<file path="src/rtl/collision_manager.sv">
// Per-step pac-man vs. ghost collision detection; lethal hits win over eats,
// and simultaneous eats are serialised into one score event per cycle.
module collision_manager #(
    parameter int N_GHOST    = 4,
    parameter int COORD_W    = 6,
    parameter int SCORE_BASE = 200
) (
    input  logic                         i_clk,
    input  logic                         i_rst,
    input  logic                         i_tick,
    input  logic [COORD_W-1:0]           i_pacman_x,
    input  logic [COORD_W-1:0]           i_pacman_y,
    input  logic [N_GHOST*COORD_W-1:0]   i_ghost_x,
    input  logic [N_GHOST*COORD_W-1:0]   i_ghost_y,
    input  logic [N_GHOST*4-1:0]         i_ghost_state,
    input  logic                         i_fright_start,
    input  logic                         i_clear,
    output logic                         o_pacman_eaten,
    output logic                         o_dead,
    output logic [N_GHOST-1:0]           o_ghost_eaten,
    output logic                         o_score_valid,
    output logic [15:0]                  o_score_add
);

    // state    | meaning
    // ST_IDLE  | waiting for a tick to evaluate
    // ST_AWARD | serialising pending ghost eats, one per cycle
    // ST_DEAD  | lethal hit seen; ticks ignored until i_clear
    typedef enum logic [1:0] {ST_IDLE, ST_AWARD, ST_DEAD} state_t;

    localparam logic [3:0]  G_CHASE      = 4'd1;
    localparam logic [3:0]  G_SCATTER    = 4'd2;
    localparam logic [3:0]  G_FRIGHTENED = 4'd3;
    localparam logic [15:0] SCORE_BASE_C = 16'(SCORE_BASE);

    state_t                       state_q, state_d;
    logic [N_GHOST-1:0]           pending_q, pending_d;
    logic [1:0]                   chain_q, chain_d;
    logic                         prev_valid_q, prev_valid_d;
    logic [COORD_W-1:0]           prev_pac_x_q, prev_pac_x_d;
    logic [COORD_W-1:0]           prev_pac_y_q, prev_pac_y_d;
    logic [N_GHOST*COORD_W-1:0]   prev_gx_q, prev_gx_d;
    logic [N_GHOST*COORD_W-1:0]   prev_gy_q, prev_gy_d;
    logic                         eaten_q, eaten_d;
    logic                         dead_q, dead_d;
    logic [N_GHOST-1:0]           ghost_eaten_q, ghost_eaten_d;
    logic                         score_valid_q, score_valid_d;
    logic [15:0]                  score_add_q, score_add_d;

    logic [N_GHOST-1:0]           hit, lethal, edible;
    logic [N_GHOST-1:0]           award_src, grant;
    logic [1:0]                   chain_eff;

    always_comb begin
        hit    = '0;
        lethal = '0;
        edible = '0;
        for (int g = 0; g < N_GHOST; g++) begin
            hit[g] = ((i_pacman_x == i_ghost_x[g*COORD_W +: COORD_W]) &&
                      (i_pacman_y == i_ghost_y[g*COORD_W +: COORD_W])) ||
                     (prev_valid_q &&
                      (i_pacman_x == prev_gx_q[g*COORD_W +: COORD_W]) &&
                      (i_pacman_y == prev_gy_q[g*COORD_W +: COORD_W]) &&
                      (i_ghost_x[g*COORD_W +: COORD_W] == prev_pac_x_q) &&
                      (i_ghost_y[g*COORD_W +: COORD_W] == prev_pac_y_q));
            lethal[g] = hit[g] && ((i_ghost_state[g*4 +: 4] == G_CHASE) ||
                                   (i_ghost_state[g*4 +: 4] == G_SCATTER));
            edible[g] = hit[g] && (i_ghost_state[g*4 +: 4] == G_FRIGHTENED);
        end
    end

    always_comb begin
        state_d       = state_q;
        pending_d     = pending_q;
        prev_valid_d  = prev_valid_q;
        prev_pac_x_d  = prev_pac_x_q;
        prev_pac_y_d  = prev_pac_y_q;
        prev_gx_d     = prev_gx_q;
        prev_gy_d     = prev_gy_q;
        eaten_d       = 1'b0;
        dead_d        = dead_q;
        ghost_eaten_d = '0;
        score_valid_d = 1'b0;
        score_add_d   = '0;
        award_src     = '0;
        grant         = '0;
        chain_eff     = i_fright_start ? 2'd0 : chain_q;
        chain_d       = chain_eff;

        if (i_clear) begin
            state_d      = ST_IDLE;
            pending_d    = '0;
            chain_d      = 2'd0;
            prev_valid_d = 1'b0;
            dead_d       = 1'b0;
        end else begin
            unique case (state_q)
                ST_IDLE: begin
                    if (i_tick) begin
                        prev_valid_d = 1'b1;
                        prev_pac_x_d = i_pacman_x;
                        prev_pac_y_d = i_pacman_y;
                        prev_gx_d    = i_ghost_x;
                        prev_gy_d    = i_ghost_y;
                        if (|lethal) begin
                            eaten_d = 1'b1;
                            dead_d  = 1'b1;
                            state_d = ST_DEAD;
                        end else if (|edible) begin
                            award_src = edible;
                            state_d   = ST_AWARD;
                        end
                    end
                end
                ST_AWARD: begin
                    // The first award of a tick is issued at the tick edge itself,
                    // so this state lingers one cycle after pending empties.
                    if (|pending_q) award_src = pending_q;
                    else            state_d   = ST_IDLE;
                end
                ST_DEAD: ;
                default: state_d = ST_IDLE;
            endcase

            if (|award_src) begin
                grant         = award_src & (~award_src + N_GHOST'(1));
                pending_d     = award_src & ~grant;
                ghost_eaten_d = grant;
                score_valid_d = 1'b1;
                score_add_d   = SCORE_BASE_C << chain_eff;
                chain_d       = (chain_eff == 2'd3) ? 2'd3 : chain_eff + 2'd1;
            end
        end
    end

    always_ff @(posedge i_clk or posedge i_rst) begin
        if (i_rst) begin
            state_q       <= ST_IDLE;
            pending_q     <= '0;
            chain_q       <= 2'd0;
            prev_valid_q  <= 1'b0;
            prev_pac_x_q  <= '0;
            prev_pac_y_q  <= '0;
            prev_gx_q     <= '0;
            prev_gy_q     <= '0;
            eaten_q       <= 1'b0;
            dead_q        <= 1'b0;
            ghost_eaten_q <= '0;
            score_valid_q <= 1'b0;
            score_add_q   <= '0;
        end else begin
            state_q       <= state_d;
            pending_q     <= pending_d;
            chain_q       <= chain_d;
            prev_valid_q  <= prev_valid_d;
            prev_pac_x_q  <= prev_pac_x_d;
            prev_pac_y_q  <= prev_pac_y_d;
            prev_gx_q     <= prev_gx_d;
            prev_gy_q     <= prev_gy_d;
            eaten_q       <= eaten_d;
            dead_q        <= dead_d;
            ghost_eaten_q <= ghost_eaten_d;
            score_valid_q <= score_valid_d;
            score_add_q   <= score_add_d;
        end
    end

    assign o_pacman_eaten = eaten_q;
    assign o_dead         = dead_q;
    assign o_ghost_eaten  = ghost_eaten_q;
    assign o_score_valid  = score_valid_q;
    assign o_score_add    = score_add_q;

endmodule

</file>
<file path="config.mk">
export PLATFORM = sky130hd
export DESIGN_NAME = collision_manager
export DESIGN_NICKNAME = d
export VERILOG_FILES = /design/src/rtl/collision_manager.sv
export SDC_FILE = /design/constraint.sdc
export NUM_CORES = 1
export LEC_CHECK = 0
export BUFFER_PORTS_ARGS = -buffer_cell sky130_fd_sc_hd__buf_2
export CORE_AREA = 4 4 109 111
export CTS_CLUSTER_SIZE = 25
export DETAILED_ROUTE_END_ITERATION = 6
export DIE_AREA = 0 0 113 115
export PLACE_DENSITY = 0.73
export SLEW_MARGIN = 15
export SYNTH_ARGS = -nofsm -noshare
export SYNTH_HDL_FRONTEND = slang
export SYNTH_SLANG_ARGS = --single-unit
</file>
<file path="constraint.sdc">
create_clock -name i_clk -period 2.8 [get_ports i_clk]
set_input_delay 0.56 -clock i_clk [delete_from_list [all_inputs] [get_ports i_clk]]
set_output_delay 0.56 -clock i_clk [all_outputs]
set_load 0.02 [all_outputs]
</file>
# After elaboration in Yosys (flattened, before gate mapping)
# Index checks and enable logic that the tools add are counted.
# W data, S select, Z words.
classes:
  add_sub_neg: 2
  n_reduce_logical: 49
  shift: 1
  mux: 35
  eq_ne: 43
  n_bitwise: 5
ops:
  columns: ["op", "n"]
  rows:
  - ["$eq A6 B6 Y1", 24]
  - ["$mux W4", 9]
  - ["$eq A4 B2 Y1 const B", 8]
  - ["$mux W16", 2]
  - ["$logic_and A1 B1 Y1", 28]
  - ["$mux W2", 9]
  - ["$eq A4 B1 Y1 const B", 4]
  - ["$reduce_or A4 Y1", 4]
  - ["$shl A8 B2 Y16 const A", 1]
  - ["$mux W1", 13]
  - ["$and A4 B4 Y4", 2]
  - ["$logic_or A1 B1 Y1", 8]
  - ["$not A4 Y4", 2]
  - ["$pmux W4 S2", 1]
  - ["$reduce_bool A2 Y1", 4]
  - ["$ne A3 B3 Y1 const B", 2]
  - ["$pmux W2 S3", 1]
  - ["$reduce_and A3 Y1", 2]
  - ["$add A4 B1 Y4 const B", 1]
  - ["$eq A2 B2 Y1 const B", 2]
  - ["$ne A4 B4 Y1 const B", 1]
  - ["$reduce_and A4 Y1", 1]
  - ["$add A2 B1 Y2 const B", 1]
  - ["$eq A2 B1 Y1 const B", 1]
  - ["other kinds (4)", 4]
word_totals:
  in_bits: 81
  regBits: 92
  word_cells: 148
  output_inout_bits: 23

# Longest topological paths before layout
depth:
  ltp_word: 20
  ltp_mapped: 10
  mapped_depth_nobuf: 8

# Worst setup path after synthesis
# OpenSTA, ideal clock, no wires.
synth_path:
  kind: "in2reg"
  start: "in i_pacman_x[1]"
  end: "reg pending_q[3]"
  cell_stages: 9
  path_slack_ns: 0.229
  t_arrival_ns: 2.461
  required_time_ns: 2.690
  setup_ns: 0.110
  path_cell_list: "buf_6 nor2b_4 a2111o_1 nor4b_4 nand3_2 o2111ai_4 a311oi_2 or4_1 o41ai_1"
synth_via:
  elab_chain_cells: 20
synth_rtl:
  columns: ["item", "line_no", "source"]
  rows:
  - ["start: declaration", "11", "input logic [COORD_W-1:0] i_pacman_x,"]
  - ["$eq A6 B6 Y1", "62", "(i_pacman_x == prev_gx_q[g*COORD_W +: COORD_W]) &&"]
  - ["$logic_and A1 B1 Y1", "61", "(prev_valid_q &&"]
  - ["$logic_and A1 B1 Y1", "62", null]
  - ["$logic_and A1 B1 Y1", "63", "(i_pacman_y == prev_gy_q[g*COORD_W +: COORD_W]) &&"]
  - ["$logic_and A1 B1 Y1", "64", "(i_ghost_x[g*COORD_W +: COORD_W] == prev_pac_x_q) &&"]
  - ["$logic_or A1 B1 Y1", "60", "(i_pacman_y == i_ghost_y[g*COORD_W +: COORD_W])) ||"]
  - ["$logic_and A1 B1 Y1", "68", "edible[g] = hit[g] && (i_ghost_state[g*4 +: 4] == G_FRIGHTENED);"]
  - ["$reduce_or A4 Y1", "109", "end else if (|edible) begin"]
  - ["[... 4 more ...]", null, null]
  - ["$mux W4 *", "90", "if (i_clear) begin"]
  - ["$not A4 Y4", "126", "grant = award_src & (~award_src + N_GHOST'(1));"]
  - ["$add A4 B1 Y4", "126", null]
  - ["$and A4 B4 Y4", "126", null]
  - ["$not A4 Y4", "127", "pending_d = award_src & ~grant;"]
  - ["$and A4 B4 Y4", "127", null]
  - ["$mux W4", "125", "if (|award_src) begin"]
  - ["$mux W4", "90", null]
  - ["end signal: assignment", "153", "pending_q <= pending_d;"]
  - ["end: declaration", "37", "logic [N_GHOST-1:0] pending_q, pending_d;"]
# Mark *: on every way between the ends. The rest lies on a longest branch, timed or not. The select of a mux whose other input is x is not followed.
# A chain may end at the register's enable or synchronous reset.

# Final worst setup path
layout_path:
  start: "reg prev_pac_x_q[4]"
  end: "reg pending_q[3]"
layout_via:
  elab_chain_cells: 18
layout_rtl:
  columns: ["item", "line_no", "source"]
  rows:
  - ["start: declaration", "40", "logic [COORD_W-1:0] prev_pac_x_q, prev_pac_x_d;"]
  - ["start signal: assignment", "156", "prev_pac_x_q <= prev_pac_x_d;"]
  - ["$eq A6 B6 Y1", "64", null]
  - ["$logic_and A1 B1 Y1", "63", null]
  - ["$logic_and A1 B1 Y1", "64", null]
  - ["$logic_or A1 B1 Y1", "60", null]
  - ["$logic_and A1 B1 Y1", "68", null]
  - ["$reduce_or A4 Y1", "109", null]
  - ["$mux W4", "109", null]
  - ["$mux W4 *", "105", "if (|lethal) begin"]
  - ["[... 2 more ...]", null, null]
  - ["$mux W4 *", "90", null]
  - ["$not A4 Y4", "126", null]
  - ["$add A4 B1 Y4", "126", null]
  - ["$and A4 B4 Y4", "126", null]
  - ["$not A4 Y4", "127", null]
  - ["$and A4 B4 Y4", "127", null]
  - ["$mux W4", "125", null]
  - ["$mux W4", "90", null]
# Marks and branches as above.

==> impl_metrics.toml <==
[outcome]
status = "finished, final reports clean"

[setup_path]
reg2reg_from = "prev_pac_x_q[4]$_DFFE_PP0P_"
crit_start = "prev_pac_x_q[4]$_DFFE_PP0P_"
critPathCaptureType = "flop"
critPathKind = "reg -> reg"
cp_slowest_cell = "dfrtp_1"
crit_path_cell_trace = "xnor2_1 > nand4_1 > nor4_2 > and3_1 > o2111ai_4 > a311oi_2 > nor2_1 > o41ai_1"
required_ns = 3.05
cp-start-kind = "flop"
slowest_delay_ns = 0.63
cp_top_family = "compound AO/OA/AOI/OAI gates"
cp_max_fo = 5
crit_arrival_ns = 2.94
crit_buf_inv = 0

[clock_network]
ctsRootBufferMaster = "clkbuf_8"
clk_pin_slew_worst_paths_ns = 0.08
cts_buffers = 9
tritoncts = "done"
htree_levels = 3
hold_buffers = 0
clockBufferDepth = 2
clkSinkCount = 83
clk_latency_ns = 0.37

[global_route]
grt_pass1_wl_um = 25290
antenna_found_initial = 0
grt_pass1_vias = 4934
grt_max_degree = 64
gr-total-overflow = 0
track_usage_pct = 25.08

[yosys]
ys_seq_elements = 83
yosys_most_used_dff = "dfrtp_1"
synth_edf_count = 0
syn-mean-instance-area_um2 = 8.760
synthArstFlopShare_pct = 100.0
yosysSeqAreaShare_pct = 37.75
yosys_warnings = 0
syn-instance-count = 628
ys_types = 56
netlist_area_um2 = 5502

[pwr]
ir_worst_vdd_mv = 0.3154
p_leak_nw = 2.939
p_total_w = 0.003027
powerDensity_nw_per_um2 = 470.5

[layout]
drive_gt1_share_pct = 22.80
area_delta_synth_final_pct = 16.92
utilization_pct = 59.60
num_antenna_cells = 0
final_cell_mix = "nand2_1, xnor2_1, buf_2"
fin_nets = 818
final_common_cell = "nand2_1"

[detailed_routing]
drt-initial-drc-count = 314
wl_per_cell_um = 18.03
route.vias.total = 4781
route.detailed.drc = 0
drt-total-wl_um = 15810
drtAntennaViolNets = 0
firstDrtPassIters = 5
viasPerCell = 5.452

[die]
initial_core_util_pct = 50.97
die_h_um = 115
die_w_um = 113
fp.dieArea_um2 = 13000
placementRows = 38
io_pins = 104
coreArea_um2 = 10790

[placement]
port_buffers = 95
place_congestion = 0.9896
dpl.hpwl_um = 11940

[timing]
hold_viol = 0
max_freq_ghz = 0.3726
tightest_slew_ns = 0.7166
fin_crit_ns = 2.684
drv_slew = 0
maxSlewHeadroom_pct = 51.79
fin_skew_ns = 0.01106
grt_setup_unrepaired = "no"
setup_viol = 0
fin_setup_tns_ns = 0
period_share_pct = 95.86

[hold_path]
hold_class = "in -> async"

[job]
cap_violations = 0
-- cells by family (layout without fill, tap and decap cells) --
| kind of cell | count (synthesis) | after routing | share of synthesized area [%] |
|---|---|---|---|
| other | 1 | 8 | 0.06816 |
| buffers and inverters | 61 | 163 | 6.254 |
| AO/OA/AOI/OAI | 46 | 46 | 7.323 |
| XOR/XNOR | 138 | 138 | 21.97 |
| flip-flops | 83 | 83 | 37.75 |
| adder cells (fa/ha/maj) | 4 | 4 | 0.9097 |
| AND/OR/NAND/NOR | 295 | 295 | 25.72 |
-- stage by stage --
| stage | hold WS, ns | instance area (µm²) | instances | setup slack [ns] |
|---|---|---|---|---|
| 2_1_floorplan | 0.4610 | 5528 | 635 | 0.1032 |
| 3_5_place_dp | 0.4837 | 6238 | 861 | -0.2206 |
| 4_1_cts | 0.3040 | 6421 | 876 | 0.006497 |
| 5_1_grt | 0.3289 | 6432 | 877 | 0.002299 |
| 6_report | 0.2781 | 6432 | 877 | 0.1160 |
| 3_3_place_gp | 0.4789 | 6238 | 861 | -0.1716 |
-- worst paths after layout --
path | endpoint | slack (ns) | depth (start not counted)
worst max-delay path | pending_q[3]$_DFFE_PP0P_ | 0.12 | 8
worst min-delay path | prev_pac_x_q[2]$_DFFE_PP0P_ | 0.28 | 2
worst max register to register | pending_q[3]$_DFFE_PP0P_ | 0.12 | 8
worst min register to register | prev_gy_q[5]$_DFFE_PP0P_ | 0.50 | 2
max in group asynchronous | prev_gy_q[10]$_DFFE_PP0P_ | 1.86 | 3
min in group i_clk | prev_gy_q[2]$_DFFE_PP0P_ | 0.44 | 3
-- cell usage after synthesis, types with 5 or more instances --
master,n,area share (%)
nand2_1,182,12
xnor2_1,125,20
dfrtp_1,83,38
nand4_1,33,3.8
buf_4,17,2.3
inv_1,15,1.0
nor2_1,14,0.96
xor2_1,13,2.1
buf_2,11,1.0
nand3_1,10,0.91
nor4_1,10,1.1
clkbuf_1,8,0.55
and2_1,7,0.80
nor3_1,7,0.64
nand2b_1,6,0.68
o21ai_0,6,0.55
a21oi_1,5,0.45
buf_1,5,0.34
buf_6,5,1.0
nor2b_1,5,0.57
-- area by class of cell --
cell class                 instances  area (µm²)
multi-input combinational        491        3117
clock inverter                     5       55.05
fill                             977        4360
clock buffer                      10       127.6
tap                              140       175.2
inverter                          15       57.56
sequential                        83        2077
timing repair buffer             133       823.3
-- layer usage --
| metal | GRT usage [%] | part of all wire [%] | vias to the layer above |
|---|---|---|---|
| met2 | 41.51 | 48 | 226 |
| met5 | 0 | 0 | - |
| met3 | 5.368 | 8.1 | 43 |
| li1 | - | - | 2260 |
| met4 | 10.74 | 3.1 | 0 |
| met1 | 31.95 | 41 | 2252 |
-- power by group --
part	internal [W]	leakage, nW	switching, W	total (W)
combinational	0.000342	1.78	0.000377	0.000719
clock	0.000404	0.0881	0.000439	0.000843
sequential	0.00131	1.07	0.000154	0.00146
total	0.00206	2.94	0.000970	0.00303
-- worst register-to-register path, cell delays in order (launching register included) --
cell,delay [ns]
dfrtp_1,0.63
xnor2_1,0.17
nand4_1,0.14
nor4_2,0.37
and3_1,0.28
o2111ai_4,0.16
a311oi_2,0.41
nor2_1,0.09
o41ai_1,0.32
-- flip-flops by register name, indices dropped and copies added (netlist names) --
| signal | cells |
|---|---|
| o_pacman_eaten | 1 |
| prev_gy_q | 24 |
| pending_q | 3 |
| prev_valid_q | 1 |
| o_score_add | 8 |
| prev_pac_y_q | 6 |
| o_ghost_eaten | 4 |
| prev_gx_q | 24 |
| state_q | 2 |
| chain_q | 2 |
| o_score_valid | 1 |
| o_dead | 1 |
| prev_pac_x_q | 6 |
-- repair_timing --
action | 4_1_cts | 5_1_grt
buffers inserted | 0 | 1
setup endpoints to repair | 0 | 11
gates resized for setup | 0 | 1
No activity file was read; power rests on OpenSTA's default activity.
